$ cat src/rtl/fetch_unit_pkg.sv
// Shared bus types (common) and fetch-stage types (pipes) used by fetch_unit.
package common;
  typedef logic [63:0] u64;
  typedef logic [31:0] u32;

  typedef struct packed {
    logic valid;
    u64   addr;
  } ibus_req_t;

  typedef struct packed {
    logic addr_ok;
    logic data_ok;
    u32   data;
  } ibus_resp_t;
endpackage

package pipes;
  typedef enum logic [1:0] {
    LAUNCH = 2'd0,
    WAIT   = 2'd1,
    HOLD   = 2'd2,
    DROP   = 2'd3
  } fetch_state_t;
endpackage

$ cat src/rtl/fetch_unit.sv
// Instruction-fetch front end: one ibus request per PC, buffers the returned
// instruction for decode, and squashes responses of redirected fetches.
module fetch_unit
  import common::*;
  import pipes::*;
(
  input  logic       clk,
  input  logic       reset,
  input  u64         pc,
  input  logic       stall,
  input  logic       redirect,
  output ibus_req_t  ireq,
  input  ibus_resp_t iresp,
  output u32         instr,
  output u64         instr_pc,
  output logic       instr_valid,
  output logic       invalid
);

  fetch_state_t state_q, state_d;
  u32           instr_q, instr_d;
  u64           instr_pc_q, instr_pc_d;
  u64           req_addr_q, req_addr_d;

  // Completion is signalled by data_ok alone.
  logic unused_addr_ok;
  assign unused_addr_ok = iresp.addr_ok;

  always_comb begin
    state_d    = state_q;
    instr_d    = instr_q;
    instr_pc_d = instr_pc_q;
    req_addr_d = req_addr_q;
    ireq.valid = 1'b1;
    ireq.addr  = req_addr_q;

    unique case (state_q)
      LAUNCH: begin
        ireq.addr  = pc;
        req_addr_d = pc;
        if (redirect) begin
          state_d = iresp.data_ok ? LAUNCH : DROP;
        end else if (iresp.data_ok) begin
          instr_d    = iresp.data;
          instr_pc_d = pc;
          state_d    = HOLD;
        end else begin
          state_d = WAIT;
        end
      end
      WAIT: begin
        if (redirect) begin
          state_d = iresp.data_ok ? LAUNCH : DROP;
        end else if (iresp.data_ok) begin
          instr_d    = iresp.data;
          instr_pc_d = req_addr_q;
          state_d    = HOLD;
        end
      end
      DROP: begin
        // The squashed transaction must still complete before a new launch.
        if (iresp.data_ok) state_d = LAUNCH;
      end
      HOLD: begin
        ireq.valid = 1'b0;
        if (redirect || !stall) state_d = LAUNCH;
      end
      default: state_d = LAUNCH;
    endcase

    if (reset) ireq.valid = 1'b0;
  end

  always_ff @(posedge clk) begin
    if (reset) begin
      state_q    <= LAUNCH;
      instr_q    <= '0;
      instr_pc_q <= '0;
      req_addr_q <= '0;
    end else begin
      state_q    <= state_d;
      instr_q    <= instr_d;
      instr_pc_q <= instr_pc_d;
      req_addr_q <= req_addr_d;
    end
  end

  assign instr       = instr_q;
  assign instr_pc    = instr_pc_q;
  assign instr_valid = (state_q == HOLD) && !redirect;
  assign invalid     = (state_q != HOLD);

endmodule

$ cat config.mk
export PLATFORM = sky130hd
export DESIGN_NAME = fetch_unit
export DESIGN_NICKNAME = d
export VERILOG_FILES = /design/src/rtl/fetch_unit_pkg.sv /design/src/rtl/fetch_unit.sv
export SDC_FILE = /design/constraint.sdc
export NUM_CORES = 1
export LEC_CHECK = 0
export CAP_MARGIN = 10
export CORE_MARGIN = 3
export CORE_UTILIZATION = 30
export CTS_CLUSTER_SIZE = 16
export DETAILED_ROUTE_END_ITERATION = 16
export GPL_TIMING_DRIVEN = 0
export MAX_ROUTING_LAYER = met4
export PLACE_DENSITY = 0.57
export SYNTH_ARGS = -nofsm -noshare
export SYNTH_HDL_FRONTEND = slang
export SYNTH_SLANG_ARGS = --single-unit
$ cat constraint.sdc
create_clock -name clk -period 2.35 [get_ports clk]
set_clock_uncertainty 0.15 [all_clocks]
set_input_delay 0.235 -clock clk [delete_from_list [all_inputs] [get_ports clk]]
set_output_delay 0.235 -clock clk [all_outputs]
set_load 0.005 [all_outputs]
==> impl_metrics.csv <==
group,metric,value,unit
outcome,status,"finished, final reports clean",
worst_setup_path,worst-setup-path-type,"reg2out",
grt,first_pass_grt_wire_length,32100,um
cts,cts_inserted_buffers,17,
worst_setup_path,critPathCaptureType,"output port",
flow_run,drv_cap,0,
final_layout,final_layout_size_suffix_gt1_share,15.5,%
worst_setup_path,critical_path.reg2reg.startpoint,"state_q[1]",
synth,post_synth_instance_area,6540,um2
synth,synth.distinct_cells,21,
detailed_routing,routed_wire_length_per_instance,16.7,um
final_layout,num-fill-cells,2076,
detailed_routing,detail_route.iter0.violations,191,
floorplanning,die_width,154,um
cts,clock_insertion_delay_worst_skew,0.42,ns
floorplanning,floorplan.initialDensity,30.8,%
floorplanning,chipHeight,154,um
timing,clock_period_minus_final_worst_setup_slack,2.29,ns
timing,fmax,0.437,GHz
worst_setup_path,worst_setup_path_startpoint,"state_q[1]",
grt,grt_max_degree,17,
timing,timing.max_slew.rel_slack,63.9,%
cts,cts.clk_slew.worst_paths,0.07,ns
timing,final_hold_viol_count,0,
worst_setup_path,reg2reg_slack,0.40,ns
cts,numClockSinks,162,
cts,cts.htree.levels,4,
worst_setup_path,rr_worst_depth,6,
timing,final.setup.worst_slack,0.0609,ns
placed_design,io_buffer_count,262,
grt,grt_pass1_vias,5617,
synth,syn_nets,756,
cts,clk_root_buffer_cell,"clkbuf_16",
worst_setup_path,max_fanout_on_critical_path,5,
detailed_routing,amount_of_wire_on_met2_after_detailed_routing,9930,um
final_layout,layout.nets,1049,
synth,post-synth-top-area-cell,"dfxtp_1",
detailed_routing,drtPass1Iterations,4,
power_and_ir_drop,finalPower,8.08,mW
detailed_routing,number_of_drc_violations_after_detailed_routing,0,
detailed_routing,final_antenna_net_count,0,
synth,synth-async-reset-ratio,0,%
detailed_routing,drt-vias-per-instance,4.56,
timing,finalCritPeriodShare,97.4,%
synth,synth.most_common_cell,"dfxtp_1",
synth,synth_enable_flop_cells,0,
floorplanning,ioPinCount,265,
cts,clockBufferDepth,2,
timing,final-max-slew-violation-count,0,
worst_setup_path,arrival_worst_endpoint,1.90,ns
synth,netlist_instances,651,
worst_setup_path,rr_endpoint,"instr[25]",
cts,post_cts_hold_buffer_count,0,
synth,synth.area.top_cells,"dfxtp_1, mux2i_1, mux2_2",
placed_design,place.detailed.hpwl,15100,um
synth,synth_top_cells_by_count,"dfxtp_1, a211oi_1, nand2_1, nor2_1",
power_and_ir_drop,power_leakage,3.97,nW
power_and_ir_drop,power-per-cell-area,786,nW/um2
grt,number_of_antenna_violations_at_the_first_check_in_global_routing,0,
final_layout,layout-area-overhead-vs-synth,57.1,%
synth,synthDominantCellAreaShare,49.6,%
timing,grt_setup_unrepaired,"yes",
synth,synthFlopType,"dfxtp_1",
worst_setup_path,critPathCapture,"ireq[2]",
worst_setup_path,critPathLaunchType,"flop",
placed_design,place_worst_setup_slack,-0.404,ns
synth,ys_seq_area_share,49.6,%
worst_setup_path,worst_ep_required_time,1.97,ns
synth,synth-seq-cells,162,
cts,cts_tree,"done",
detailed_routing,sum_of_routed_wire_segments_on_met1,9360,um
floorplanning,die-area,23600,um2
detailed_routing,wl,20600,um
timing,tightestPinTransition,0.541,ns
timing,setup_viol,0,
grt,globalRouteTotalUtil,17.6,%
power_and_ir_drop,irDropWorstVdd,0.464,mV
synth,yosysWarnings,0,
grt,global_route.overflow_total,0,
worst_hold_path,worst_hold_class,"in2reg",
synth,syn-mean-instance-area,10.0,um2
floorplanning,placeableCoreArea,21200,um2
detailed_routing,vias,5614,
floorplanning,std_cell_rows,53,
final_layout,antenna-diode-count,0,
detailed_routing,highest_layer,"met4",
placed_design,globalplace.congestion,0.788,
detailed_routing,dr_wl_met3,1070,um
metal layers:
layer | GRT usage (%) | vias up
met5 | - | -
met4 | 3.78 | 0
met3 | 4.76 | 12
met2 | 28.7 | 139
met1 | 22.0 | 2640
li1 | - | 2823
where the power goes:
group | leakage, nW | internal [mW] | total, mW | switching, mW
logic | 2.35 | 1.26 | 2.12 | 0.858
clock network | 0.283 | 1.62 | 2.83 | 1.22
registers | 1.33 | 3.00 | 3.12 | 0.120
worst max-delay path: stages, from the launching register on:
cell and delay [ns]:
dfxtp_4 0.35, nor2_4 0.15, buf_6 0.17, mux2_2 0.35
clkdlybuf4s50_1 0.47
cell usage in the layout (no fill, tap or decap), types with 2 or more instances in the layout:
cell | Yosys | layout
a211oi_1 | 66 | 66
a21oi_1 | 33 | 33
buf_12 | 0 | 3
buf_2 | 24 | 22
buf_4 | 10 | 13
buf_6 | 0 | 3
buf_8 | 0 | 5
bufinv_16 | 0 | 2
clkbuf_1 | 20 | 18
clkbuf_16 | 0 | 17
clkbuf_2 | 0 | 6
clkdlybuf4s15_1 | 0 | 17
clkdlybuf4s50_1 | 0 | 206
clkinv_2 | 0 | 2
clkinvlp_4 | 0 | 3
dfxtp_1 | 162 | 160
dfxtp_4 | 0 | 2
dlygate4sd2_1 | 0 | 31
dlymetal6s2s_1 | 0 | 3
ha_1 | 3 | 3
inv_1 | 3 | 3
inv_6 | 0 | 5
mux2_1 | 10 | 6
mux2_2 | 54 | 55
mux2_4 | 0 | 3
mux2i_1 | 64 | 64
nand2_1 | 66 | 66
nor2_1 | 65 | 65
nor2b_1 | 64 | 64
sequential cells by signal, summed over array words and instances, names as in the netlist:
signal / cells
state_q: 2
instr: 32
instr_pc: 64
req_addr_q: 64
worst min path at each step:
stage | start | endpoint | cells past startpoint
3_3_place_gp | instr[29] | instr[29] | 2
5_1_grt | iresp[6] | instr[6] | 3
2_1_floorplan | iresp[0] | instr[0] | 2
4_1_cts | iresp[8] | instr[8] | 3
3_5_place_dp | instr[17] | instr[17] | 2
6_report | iresp[6] | instr[6] | 3
cell type report:
cell class,count,area [um2],area share [%]
Timing Repair Buffer,279,2760,26.9
Clock buffer,19,443,4.31
Buffer,49,287,2.79
Inverter,3,11.3,0.110
Tap cell,275,344,3.35
Clock inverter,13,148,1.44
Sequential cell,162,3250,31.6
Multi-Input combinational cell,432,3030,29.5
stage by stage:
step	cells	hold WS [ns]	area, um2	TNS (ns)	util [%]
2_1_floorplan	651	0.221	6540	0	-
3_3_place_gp	1188	0.292	9510	-0.437	44.8
3_5_place_dp	1188	0.296	9510	-0.404	44.8
4_1_cts	1229	0.183	10200	-0.00442	48.1
5_1_grt	1232	0.202	10300	-0.0699	48.4
6_report	1232	0.204	10300	0	48.4
cells by family (layout without fill, tap and decap cells):
| group | count (synthesis) | in the layout | synth area share (%) |
|---|---|---|---|
| AO/OA/AOI/OAI | 100 | 100 | 10.2 |
| adder cells (fa/ha/maj) | 3 | 3 | 0.574 |
| buffers and inverters | 57 | 363 | 4.30 |
| flip-flops | 162 | 162 | 49.6 |
| multiplexers | 128 | 128 | 20.8 |
| AND/OR/NAND/NOR | 201 | 201 | 14.5 |
timing repair:
action,in CTS,in global routing
setup endpoints to repair,65,29
gates resized for setup,84,26
pin swaps,1,1
setup buffers,11,5
gates cloned,1,0
(Power assumes the default switching activity.)
